`src/rtl/mul_issue_scheduler.sv`:
```
// Round-robin issue of MUL reservation stations into a shared fixed-latency
// multiplier, with tag tracking, a credit-limited result FIFO and CDB drain.
module mul_issue_scheduler #(
  parameter int NUM_RS    = 3,
  parameter int DATA_W    = 32,
  parameter int TAG_W     = 4,
  parameter int LAT       = 4,
  parameter int BUF_DEPTH = 4
) (
  input  logic                       clk,
  input  logic                       reset,
  input  logic                       flush,
  input  logic [NUM_RS-1:0]          rs_req,
  input  logic [NUM_RS*DATA_W-1:0]   rs_a,
  input  logic [NUM_RS*DATA_W-1:0]   rs_b,
  input  logic [NUM_RS*TAG_W-1:0]    rs_tag,
  output logic [NUM_RS-1:0]          rs_gnt,
  output logic [DATA_W-1:0]          mul_a,
  output logic [DATA_W-1:0]          mul_b,
  input  logic [2*DATA_W-1:0]        mul_p,
  output logic                       cdb_valid,
  output logic [TAG_W-1:0]           cdb_tag,
  output logic [2*DATA_W-1:0]        cdb_data,
  input  logic                       cdb_ack,
  output logic                       busy
);

  localparam int PTR_W = (NUM_RS > 1) ? $clog2(NUM_RS) : 1;
  localparam int BP_W  = (BUF_DEPTH > 1) ? $clog2(BUF_DEPTH) : 1;
  localparam int CR_W  = $clog2(BUF_DEPTH + 1);
  localparam int P_W   = 2 * DATA_W;

  typedef struct packed {
    logic             vld;
    logic [TAG_W-1:0] tag;
  } trk_t;

  typedef struct packed {
    logic [TAG_W-1:0] tag;
    logic [P_W-1:0]   prod;
  } res_t;

  function automatic logic [PTR_W-1:0] rs_wrap(
    input logic [PTR_W-1:0] p,
    input int               k
  );
    int s;
    s = int'(p) + k;
    if (s >= NUM_RS) s = s - NUM_RS;
    return PTR_W'(s);
  endfunction

  function automatic logic [BP_W-1:0] bp_inc(
    input logic [BP_W-1:0] p
  );
    return (int'(p) == BUF_DEPTH - 1) ? '0 : p + 1'b1;
  endfunction

  logic [PTR_W-1:0]  rr_ptr;
  logic [PTR_W-1:0]  gnt_idx;
  logic              gnt_any;
  logic              can_issue;
  logic [CR_W-1:0]   credits;
  logic [DATA_W-1:0] sel_a;
  logic [DATA_W-1:0] sel_b;
  logic [TAG_W-1:0]  sel_tag;
  trk_t              trk [LAT];
  res_t              rbuf [BUF_DEPTH];
  logic [BP_W-1:0]   wr_ptr;
  logic [BP_W-1:0]   rd_ptr;
  logic [CR_W-1:0]   count;
  logic              wr_en;
  logic              pop;

  // A credit stands for one free buffer slot not yet promised to an op.
  assign can_issue = !reset && !flush && (credits != '0);

  always_comb begin
    gnt_any = 1'b0;
    gnt_idx = '0;
    rs_gnt  = '0;
    if (can_issue) begin
      for (int k = 0; k < NUM_RS; k++) begin
        if (!gnt_any && rs_req[rs_wrap(rr_ptr, k)]) begin
          gnt_any = 1'b1;
          gnt_idx = rs_wrap(rr_ptr, k);
        end
      end
    end
    if (gnt_any) rs_gnt[gnt_idx] = 1'b1;
  end

  assign sel_a   = rs_a[int'(gnt_idx)*DATA_W +: DATA_W];
  assign sel_b   = rs_b[int'(gnt_idx)*DATA_W +: DATA_W];
  assign sel_tag = rs_tag[int'(gnt_idx)*TAG_W +: TAG_W];

  always_ff @(posedge clk) begin
    if (reset) begin
      rr_ptr <= '0;
      mul_a  <= '0;
      mul_b  <= '0;
    end else if (gnt_any) begin
      rr_ptr <= rs_wrap(gnt_idx, 1);
      mul_a  <= sel_a;
      mul_b  <= sel_b;
    end
  end

  always_ff @(posedge clk) begin
    if (reset || flush) begin
      for (int i = 0; i < LAT; i++) trk[i] <= '0;
    end else begin
      trk[0].vld <= gnt_any;
      trk[0].tag <= sel_tag;
      for (int i = 1; i < LAT; i++) trk[i] <= trk[i-1];
    end
  end

  assign wr_en = trk[LAT-1].vld;
  assign pop   = cdb_valid && cdb_ack;

  always_ff @(posedge clk) begin
    if (reset) begin
      wr_ptr <= '0;
      rd_ptr <= '0;
      count  <= '0;
      for (int i = 0; i < BUF_DEPTH; i++) rbuf[i] <= '0;
    end else if (flush) begin
      wr_ptr <= '0;
      rd_ptr <= '0;
      count  <= '0;
    end else begin
      if (wr_en) begin
        rbuf[wr_ptr].tag  <= trk[LAT-1].tag;
        rbuf[wr_ptr].prod <= mul_p;
        wr_ptr            <= bp_inc(wr_ptr);
      end
      if (pop) rd_ptr <= bp_inc(rd_ptr);
      count <= count + CR_W'(wr_en) - CR_W'(pop);
    end
  end

  always_ff @(posedge clk) begin
    if (reset || flush) begin
      credits <= CR_W'(BUF_DEPTH);
    end else begin
      credits <= credits - CR_W'(gnt_any) + CR_W'(pop);
    end
  end

  assign cdb_valid = (count != '0);
  assign cdb_tag   = rbuf[rd_ptr].tag;
  assign cdb_data  = rbuf[rd_ptr].prod;
  assign busy      = (credits != CR_W'(BUF_DEPTH));

  a_gnt_onehot: assert property (
    @(posedge clk) $onehot0(rs_gnt)
  );

  a_no_overflow: assert property (
    @(posedge clk) disable iff (reset || flush)
    !(wr_en && !pop && count == CR_W'(BUF_DEPTH))
  );

  a_credit_max: assert property (
    @(posedge clk) disable iff (reset)
    credits <= CR_W'(BUF_DEPTH)
  );

endmodule
```
`config.mk`:
```
export PLATFORM = sky130hd
export DESIGN_NAME = mul_issue_scheduler
export DESIGN_NICKNAME = d
export VERILOG_FILES = /design/src/rtl/mul_issue_scheduler.sv
export SDC_FILE = /design/constraint.sdc
export NUM_CORES = 1
export LEC_CHECK = 0
export ABC_AREA = 0
export CORE_MARGIN = 3
export CORE_UTILIZATION = 49
export DETAILED_ROUTE_END_ITERATION = 12
export GPL_ROUTABILITY_DRIVEN = 0
export PLACE_DENSITY = 0.84
export SYNTH_ARGS = -nofsm -noshare
export SYNTH_HDL_FRONTEND = slang
export SYNTH_SLANG_ARGS = --single-unit
```
`constraint.sdc`:
```
create_clock -name clk -period 3.5 [get_ports clk]
set_clock_uncertainty 0.1 [all_clocks]
set_input_delay 0.7 -clock clk [delete_from_list [all_inputs] [get_ports clk]]
set_output_delay 0.7 -clock clk [all_outputs]
set_load 0.01 [all_outputs]
```
==> results.md <==
- Setup tns final: 0 ns
- Syn avg cell area: 14.35 um^2
- Crit-path max FO: 7
- Min Tclk post-route: 3.329 ns
- CTS Buf Count: 40
- Unique cell type count in the Yosys netlist: 43
- CTS tree: built
- Ports: 412
- Hold Fails Final Rpt: 0
- Synth Register Bits: 370
- Post-synth EDFFs: 272
- GRT Overall Usage: 0.2513
- Setup CP Type: reg2out
- Overall Power: 9950 uW
- Max frequency: 300.3 MHz
- Fin area: 0.02208 mm^2
- Routed len/inst: 22.70 um
- Largest net degree at the start of global routing: 92
- FFs w/ async S/R, synth: 0
- Htree depth: 2
- Die height: 187.3 um
- Clk sinks: 370
- Hold Path Class: reg2reg
- Crit end category: output pin
- Arrival @ worst endpoint: 2.53 ns
- Fin crit share: 0.9513
- # DRC: 0
- First-pass GRT wire length: 68,080 um
- IO Port Bufs: 411
- Die W: 187.3 um
- Power per standard cell area: 450.7 mW/mm^2
- Initial DRC count: 1,258
- CTS hold repair buffers: 0
- Via count: 11,407
- Instance count of the mapped netlist: 1,123
- Area delta synth->final: 37.04%
- Grt ovf: 0
- Critical Path Source: rr_ptr[0]
- Vias per cell: 5.729
- Routed WL: 45,200 um
- Register area share after synthesis: 0.6288
- Finish-stage setup viols: 0
- Die area: 0.03509 mm^2
- HP Start: trk[2][2]
- Warnings from Yosys: 0
- Layout cells sized above 1: 0.1270
- Max cap viols: 0
- Clk_lat worst skew: 0.52 ns
- Tightest hold margin: 0.3220 ns
- Core area: 0.03196 mm^2
- First-pass iteration count of the detailed router: 9
- Initial Util: 0.5041
- Nets: 1,808
- Most common cell after layout, fill and taps aside: clkdlybuf4s50_1
- Status: completed
- Critical Path RT: 2.70 ns
- Max_slew headroom: 0.3999
- Fill cell count: 2,194
- Syn Std Cell Area: 0.01611 mm^2
- Root Driver: clkbuf_16
- Reg clk slew, reported paths: 0.06 ns
- Commonest non-fill, non-tap cells in the layout: clkdlybuf4s50_1, edfxtp_1, and2_1
- RSZ-0062 raised after global routing: false
- Hpwl dp: 29,500 um
- Cell Area, Placed: 0.02080 mm^2
- Most used DFF post-synth: edfxtp_1
- Number of global-route vias before repair: 11,537
- Peak VDD IR: 0.3712 mV
- Max-slew violation count: 0
- Worst slew pin tran: 0.9002 ns
- Static Leak: 0.008251 uW
- CP Launch Type: register
- Initial antenna violation count: 5
- Clk buf depth: 3
- DRT antenna net count: 0
- RR Startpoint: rr_ptr[1]
- Placement row count: 65
- Synth Net Count: 1,412
[repair_timing]
item,in CTS,in global routing
gates resized for setup,6,3
setup endpoints to repair,3,1
buffers inserted,1,2
pin swaps,3,2
[worst max-delay path, cell delays in order (launching register included)]
cell and delay (ns):
dfxtp_2 0.34, inv_1 0.07, ha_4 0.27, and3_1 0.21
a211oi_2 0.21, nand4_1 0.16, buf_4 0.18, ha_2 0.17
and2_1 0.12, dlygate4sd2_1 0.28
[per-stage QoR]
step                setup slack (ns)  std cells  utilization
global route                 0.04159       1991       0.6907
finish                        0.1705       1991       0.6907
global placement             0.07346       1909       0.6509
floorplan                     0.2514       1123            -
detailed placement         -0.007962       1909       0.6509
CTS                          0.04147       1984       0.6897
[final cells by class]
class	count	area, um^2	area share
inverter	16	60.06	0.002720
antenna	5	12.51	0.0005667
tap	435	544.3	0.02465
timing repair buffer	453	4599	0.2083
clock inverter	27	192.7	0.008728
clock buffer	47	1027	0.04653
sequential	370	10140	0.4593
multi-input combinational	638	5500	0.2491
[sequential cells by signal (all words and copies together) (netlist names), named ones only]
| register | count |
|---|---|
| wr_ptr | 2 |
| count | 3 |
| trk | 20 |
| rbuf | 272 |
| credits | 3 |
| mul_b | 32 |
| mul_a | 32 |
| rr_ptr | 2 |
| rd_ptr | 2 |
[worst paths after layout]
| check | end | slack [ns] | cells past startpoint |
|---|---|---|---|
| min | trk[3][2] | 0.32 | 1 |
| max | rs_gnt[0] | 0.17 | 9 |
| min reg2reg | trk[3][2] | 0.32 | 1 |
| max reg2reg | credits[2] | 0.56 | 14 |
[metal layers]
layer | wire length (um) | track usage
met1 | 16440 | 0.3168
met2 | 22840 | 0.4278
met3 | 4682 | 0.06859
met4 | 1239 | 0.07299
met5 | 0 | 0
[Yosys cell counts (9+ instances only)]
master,instances,area (um^2)
and3_1,69,431.7
a222oi_1,64,640.6
ha_1,12,150.1
inv_1,14,52.55
dfxtp_1,98,1962
clkbuf_1,55,206.5
a211oi_1,65,488.0
mux4_2,68,1531
and2_1,226,1414
buf_2,36,180.2
nor2_1,75,281.5
edfxtp_1,272,8168
a21oi_1,9,45.04
[power by group]
group | total (uW) | internal, uW | leakage [uW] | switching (uW)
logic | 1100 | 611 | 0.00403 | 490
registers | 4940 | 4870 | 0.00361 | 72.1
clock network | 3910 | 2200 | 0.000608 | 1700
[cell families after synthesis]
| kind of cell | synth area share |
|---|---|
| and+or+nand+nor | 0.1407 |
| DFF | 0.6288 |
| buffers and inverters | 0.03332 |
| muxes | 0.09941 |
| xor gates and xnor gates | 0.002175 |
| AOI/OAI and AO/OA | 0.08310 |
| adders and majority gates | 0.01250 |
(Power assumes the default switching activity.)
==> RTL change 1: new RTL, config.mk and constraints unchanged <==
The parameter `TAG_W` goes from 4 to 5.
--- a/src/rtl/mul_issue_scheduler.sv
+++ b/src/rtl/mul_issue_scheduler.sv
@@ -3,7 +3,7 @@
 module mul_issue_scheduler #(
   parameter int NUM_RS    = 3,
   parameter int DATA_W    = 32,
-  parameter int TAG_W     = 4,
+  parameter int TAG_W     = 5,
   parameter int LAT       = 4,
   parameter int BUF_DEPTH = 4
 ) (
Interface: changed (resized cdb_tag and rs_tag); port bits go from 412 to 416. No check against the original RTL was run, so the function may have changed too.
==> RTL change 1 against the original RTL <==
Synthesized area increased by 1.0%; non-clock buffer count increased by 20; cell count increased by 2.3%; sequential cell count increased by 8; via count increased by 2.4%; setup slack got worse by 110 ps; largest cell class unchanged; critical endpoint is now rr_ptr[1]; routed wire length increased by 2.0%; utilization increased by 0.20 points; power increased by 1.7%; clock power increased by 1%; final area increased by 2.3%.
==> RTL change 1: results (changes against the original RTL) <==
<table>
<tr><th>Metric</th><th>Value</th></tr>
<tr><th colspan="2">Outcome</th></tr>
<tr><td>Run status</td><td>finished, final reports clean</td></tr>
<tr><th colspan="2">Layout</th></tr>
<tr><td>Regs by FF count</td><td>rbuf x276, mul_a x32, mul_b x32</td></tr>
<tr><td>Number of standard cells in the layout, taps in and fillers out</td><td>2036 (+2.3%)</td></tr>
<tr><td>Proportion of layout cells with a drive suffix above 1</td><td>0.1316 (+0.004597)</td></tr>
<tr><td>Net count, final</td><td>1850 (+2.3%)</td></tr>
<tr><th colspan="2">Detailed routing</th></tr>
<tr><td>Number of search-and-repair iterations in the first detailed-routing pass</td><td>10 (+1)</td></tr>
<tr><td>Number of DRC markers in iteration 0</td><td>1232 (-2.1%)</td></tr>
<tr><td>Detail-routed net length per standard cell</td><td>22.64 um (-0.29%)</td></tr>
<tr><th colspan="2">GRT</th></tr>
<tr><td>Wire length of the first global-routing pass</td><td>68.99 mm (+1.3%)</td></tr>
<tr><td>Vias in the first global route</td><td>11.99k (+3.9%)</td></tr>
<tr><td>Overall Global Routing Usage</td><td>0.2529 (+0.001602)</td></tr>
<tr><th colspan="2">Worst setup path</th></tr>
<tr><td>Critical-path maximum fanout</td><td>11 (+4)</td></tr>
<tr><td>Data arrival time of the worst path</td><td>3720 ps (+1190 ps)</td></tr>
<tr><td>Critical-path top delay cell</td><td>dfxtp_4</td></tr>
<tr><td>Maximum single-stage delay on the critical path</td><td>360 ps (+20 ps)</td></tr>
<tr><th colspan="2">Timing</th></tr>
<tr><td>Slew of the pin with the lowest slew margin</td><td>1026 ps (+125.6 ps)</td></tr>
<tr><th colspan="2">Synth</th></tr>
<tr><td>Nets in the synthesized netlist</td><td>1435 (+1.6%)</td></tr>
<tr><td>Number of distinct standard cells referenced by the synthesized netlist</td><td>39 (-9.3%)</td></tr>
<tr><td>Share of the yosys chip area belonging to registers</td><td>0.6347 (+0.005920)</td></tr>
<tr><td>Top cells by instance count after synthesis</td><td>276 x edfxtp_1, 232 x and2_1, 102 x dfxtp_1</td></tr>
<tr><td>Cells taking the most area after synthesis</td><td>edfxtp_1 51%, dfxtp_1 13%, mux4_2 9.5%, and2_1 8.9%, a222oi_1 3.9%</td></tr>
<tr><td>Number of synthesized flops with an enable pin</td><td>276 (+1.5%)</td></tr>
<tr><th colspan="2">Place</th></tr>
<tr><td>Worst setup slack before clock tree synthesis</td><td>-32.18 ps (-24.22 ps)</td></tr>
<tr><td>Total cell area at the placement stage</td><td>0.02119 sq mm (+1.8%)</td></tr>
<tr><td>Port Buf Inserts</td><td>415 (+0.97%)</td></tr>
<tr><td>Post-detailed-placement half-perimeter wirelength</td><td>30.03 mm (+1.8%)</td></tr>
<tr><th colspan="2">Pwr</th></tr>
<tr><td>Worst voltage drop across the vdd grid</td><td>0.0003275 V (-12%)</td></tr>
</table>
[RTL change 1: cell types whose count changed in the layout (fill, tap and decap cells not counted), sizes merged, moves of 4 or more]
cell | before | now
clkbuf | 47 | 58
buf | 43 | 59
edfxtp | 272 | 276
and2 | 226 | 232
clkinv | 22 | 13
dfxtp | 98 | 102
[RTL change 1: per-layer routing]
| metal | track usage | part of all wire |
|---|---|---|
| met1 | 0.3132 | 0.36 |
| met2 | 0.4247 | 0.50 |
| met3 | 0.08074 | 0.11 |
| met4 | 0.08225 | 0.028 |
| met5 | 0 | 0.00074 |
[RTL change 1: what timing repair did]
| action | CTS | global route |
|---|---|---|
| pin swaps | 1 | 3 |
| resized for setup | 8 | 9 |
| endpoints found under the setup margin | 3 | 9 |
| setup buffers | 12 | 3 |
[RTL change 1: final cells by class]
class	count	area, sq um
clock buffers	58	1142
flip-flops and latches	378	10340
fillers	2139	10020
diodes	6	15.01
multi-input cells	649	5575
well taps	442	553.0
repair buffers	473	4822
clock inverters	14	83.83
inverters	16	60.06
[RTL change 1: power by group]
group          switching [mW]  leakage [nW]  internal (mW)
Combinational           0.502          4.17          0.620
Sequential             0.0683          3.69           4.97
Clock                    1.69         0.607           2.27
Total                    2.26          8.46           7.86
[RTL change 1: final timing paths]
path | endpoint | cells past startpoint | start | slack (ps)
setup / recovery | rr_ptr[1] | 20 | rr_ptr[0] | 60
hold / removal | trk[1][5] | 1 | trk[0][5] | 320
setup reg to reg | rr_ptr[1] | 20 | rr_ptr[0] | 60
hold reg to reg | trk[1][5] | 1 | trk[0][5] | 320
[RTL change 1: cell families after synthesis]
group | synth area share
xor gates and xnor gates | 0.002153
buffers and inverters | 0.02990
AOI/OAI and AO/OA | 0.07980
DFF | 0.6347
adders and majority gates | 0.01238
and+or+nand+nor | 0.1407
muxes | 0.1004
==> RTL change 2: new RTL, same settings <==
Made on the original files. Make the reset (`reset`) asynchronous in 2 clocked blocks.
--- a/src/rtl/mul_issue_scheduler.sv
+++ b/src/rtl/mul_issue_scheduler.sv
@@ -94,7 +94,7 @@
   assign sel_b   = rs_b[int'(gnt_idx)*DATA_W +: DATA_W];
   assign sel_tag = rs_tag[int'(gnt_idx)*TAG_W +: TAG_W];
 
-  always_ff @(posedge clk) begin
+  always_ff @(posedge clk or posedge reset) begin
     if (reset) begin
       rr_ptr <= '0;
       mul_a  <= '0;
@@ -119,7 +119,7 @@
   assign wr_en = trk[LAT-1].vld;
   assign pop   = cdb_valid && cdb_ack;
 
-  always_ff @(posedge clk) begin
+  always_ff @(posedge clk or posedge reset) begin
     if (reset) begin
       wr_ptr <= '0;
       rd_ptr <= '0;
Check against the original RTL: differs if reset is asserted again (counterexample within 4 cycles, from zero or initial values and one cycle with reset high); with reset held inactive, the same outputs for 4 cycles.
==> RTL change 2 against the original RTL <==
Sequential cell count shrank 2; first-iteration DRC count shrank 24%; final area grew 1.6%; critical path depth shrank 2; sequential share of layout area shrank 5.3 points; synthesized area shrank 0.27%; register-to-register slack lost 100 ps; setup slack lost 140 ps; routed wire length grew 0.96%.
Power is not compared: it rests on default switching activity, and its combinational part moved more than twofold at a synthesized area within 25%.
==> RTL change 2: results (changes against the original RTL) <==
<table>
<tr><th>Metric</th><th>Value</th></tr>
<tr><th colspan="2">Synth</th></tr>
<tr><td>Top cells by instance count after synthesis</td><td>345 x dfrtp_1, 272 x mux2_2, 74 x a21oi_1, 74 x nor2_1, 68 x mux4_2</td></tr>
<tr><td>Async set-reset flop share out of synthesis</td><td>0.9375 (+0.9375)</td></tr>
<tr><td>Synth Instances</td><td>1108 (-1.3%)</td></tr>
<tr><td>Commonest register cell after synthesis</td><td>dfrtp_1</td></tr>
<tr><td>Number of distinct standard cells referenced by the synthesized netlist</td><td>36 (-16%)</td></tr>
<tr><td>Share of the yosys chip area belonging to registers</td><td>0.5660 (-0.06277)</td></tr>
<tr><td>Nets in the synthesized netlist</td><td>1400 (-0.85%)</td></tr>
<tr><td>Cells taking the most area after synthesis</td><td>dfrtp_1 54%, mux2_2 19%, mux4_2 9.5%, a222oi_1 4.0%, dfxtp_1 2.9%</td></tr>
<tr><th colspan="2">GRT</th></tr>
<tr><td>Vias in the first global route</td><td>12.22k (+5.9%)</td></tr>
<tr><td>Overall Global Routing Usage</td><td>0.2583 (+0.006976)</td></tr>
<tr><td>Wire length of the first global-routing pass</td><td>71.20 mm (+4.6%)</td></tr>
<tr><td>Number of antenna violations at the first check in global routing</td><td>1 (-4)</td></tr>
<tr><th colspan="2">Worst setup path</th></tr>
<tr><td>Maximum single-stage delay on the critical path</td><td>500 ps (+160 ps)</td></tr>
<tr><td>Data arrival time of the worst path</td><td>2670 ps (+140 ps)</td></tr>
<tr><td>Critical-path maximum fanout</td><td>5 (-2)</td></tr>
<tr><td>Critical-path top delay cell</td><td>clkdlybuf4s50_1</td></tr>
<tr><th colspan="2">Layout</th></tr>
<tr><td>Proportion of layout cells with a drive suffix above 1</td><td>0.3076 (+0.1806)</td></tr>
<tr><td>Fill count</td><td>2111 (-3.8%)</td></tr>
<tr><td>Net count, final</td><td>1829 (+1.2%)</td></tr>
<tr><td>Number of standard cells in the layout, taps in and fillers out</td><td>2003 (+0.60%)</td></tr>
<tr><th colspan="2">Detailed routing</th></tr>
<tr><td>Via-per-instance ratio</td><td>5.744 (+0.26%)</td></tr>
<tr><td>Number of search-and-repair iterations in the first detailed-routing pass</td><td>7 (-2)</td></tr>
<tr><td>Wirelength, routed</td><td>45.64 mm (+0.96%)</td></tr>
<tr><th colspan="2">Place</th></tr>
<tr><td>Total cell area at the placement stage</td><td>0.02108 sq mm (+1.3%)</td></tr>
<tr><td>Worst setup slack before clock tree synthesis</td><td>-333.6 ps (-325.6 ps)</td></tr>
<tr><td>Number of placed cells counting well taps</td><td>1928 (+1.0%)</td></tr>
<tr><th colspan="2">Outcome</th></tr>
<tr><td>Run status</td><td>finished, final reports clean</td></tr>
<tr><th colspan="2">Timing</th></tr>
<tr><td>Worst slew slack as a fraction of its limit</td><td>0.3625 (-0.03736)</td></tr>
</table>
-- RTL change 2: layout make-up --
| class | instances | area share |
|---|---|---|
| Antenna cell | 1 | 0.0001116 |
| Clock buffer | 58 | 0.05078 |
| Clock inverter | 13 | 0.007030 |
| Inverter | 16 | 0.002846 |
| Multi-Input combinational cell | 639 | 0.2968 |
| Sequential cell | 368 | 0.4059 |
| Tap cell | 435 | 0.02427 |
| Timing Repair Buffer | 473 | 0.2123 |
-- RTL change 2: power by group through the flow --
stage	Combinational [mW]	Clock [mW]	Sequential, mW
after global placement	3.23	0	5.07
final	3.36	4.13	5.01
after detailed placement	3.30	0	5.09
after global routing	3.63	4.41	5.06
after floorplan	1.41	0	5.16
after CTS	3.34	4.21	5.03
-- RTL change 2: layer usage --
layer  track usage  vias to the layer above  share of wire
li1              -                     5053              -
met4       0.06630                        0          0.023
met3       0.06484                       76          0.075
met1        0.3361                     5951           0.40
met2        0.4367                      426           0.50
met5             0                        -              0
-- RTL change 2: critical path, delay by kind of cell --
family                   cells  cell delay [ps]
buffers and inverters        3              970
adder cells (fa/ha/maj)      1              430
AO/OA/AOI/OAI                1              350
AND/OR/NAND/NOR              2              200
-- RTL change 2: timing repair --
item	in CTS	in global routing
resized for setup	8	4
setup buffers	1	2
endpoints found under the setup margin	3	7
pin swaps	1	1
-- RTL change 2: cells by family (layout without fill, tap and decap cells) --
family,count (synthesis),in the layout,synth area share
AND/OR/NAND/NOR,120,120,0.03341
buffers and inverters,101,560,0.02445
flip-flops,368,368,0.5660
XOR/XNOR,4,4,0.002181
adder cells (fa/ha/maj),18,18,0.01480
other,0,1,0
multiplexers,345,345,0.2891
AO/OA/AOI/OAI,152,152,0.07009
-- RTL change 2: metrics by stage --
step                utilization  setup TNS (ps)
detailed placement       0.6596           -4770
finish                   0.7016               0
floorplan                     -         -661180
global route             0.7016          -18.03
global placement         0.6596          -721.2
CTS                      0.7010               0
-- RTL change 2: path summary, 6_finish.rpt --
kind	from	endpoint	slack [ps]	cells after the start
worst max register to register	rr_ptr[1]	mul_a[29]	460	9
worst min-delay path	trk[1][2]	trk[2][2]	300	1
worst min register to register	trk[1][2]	trk[2][2]	300	1
worst max-delay path	rs_req[1]	rs_gnt[1]	30	7
min in group asynchronous	reset	rbuf[29]	750	3
max in group asynchronous	reset	mul_b[0]	1790	4
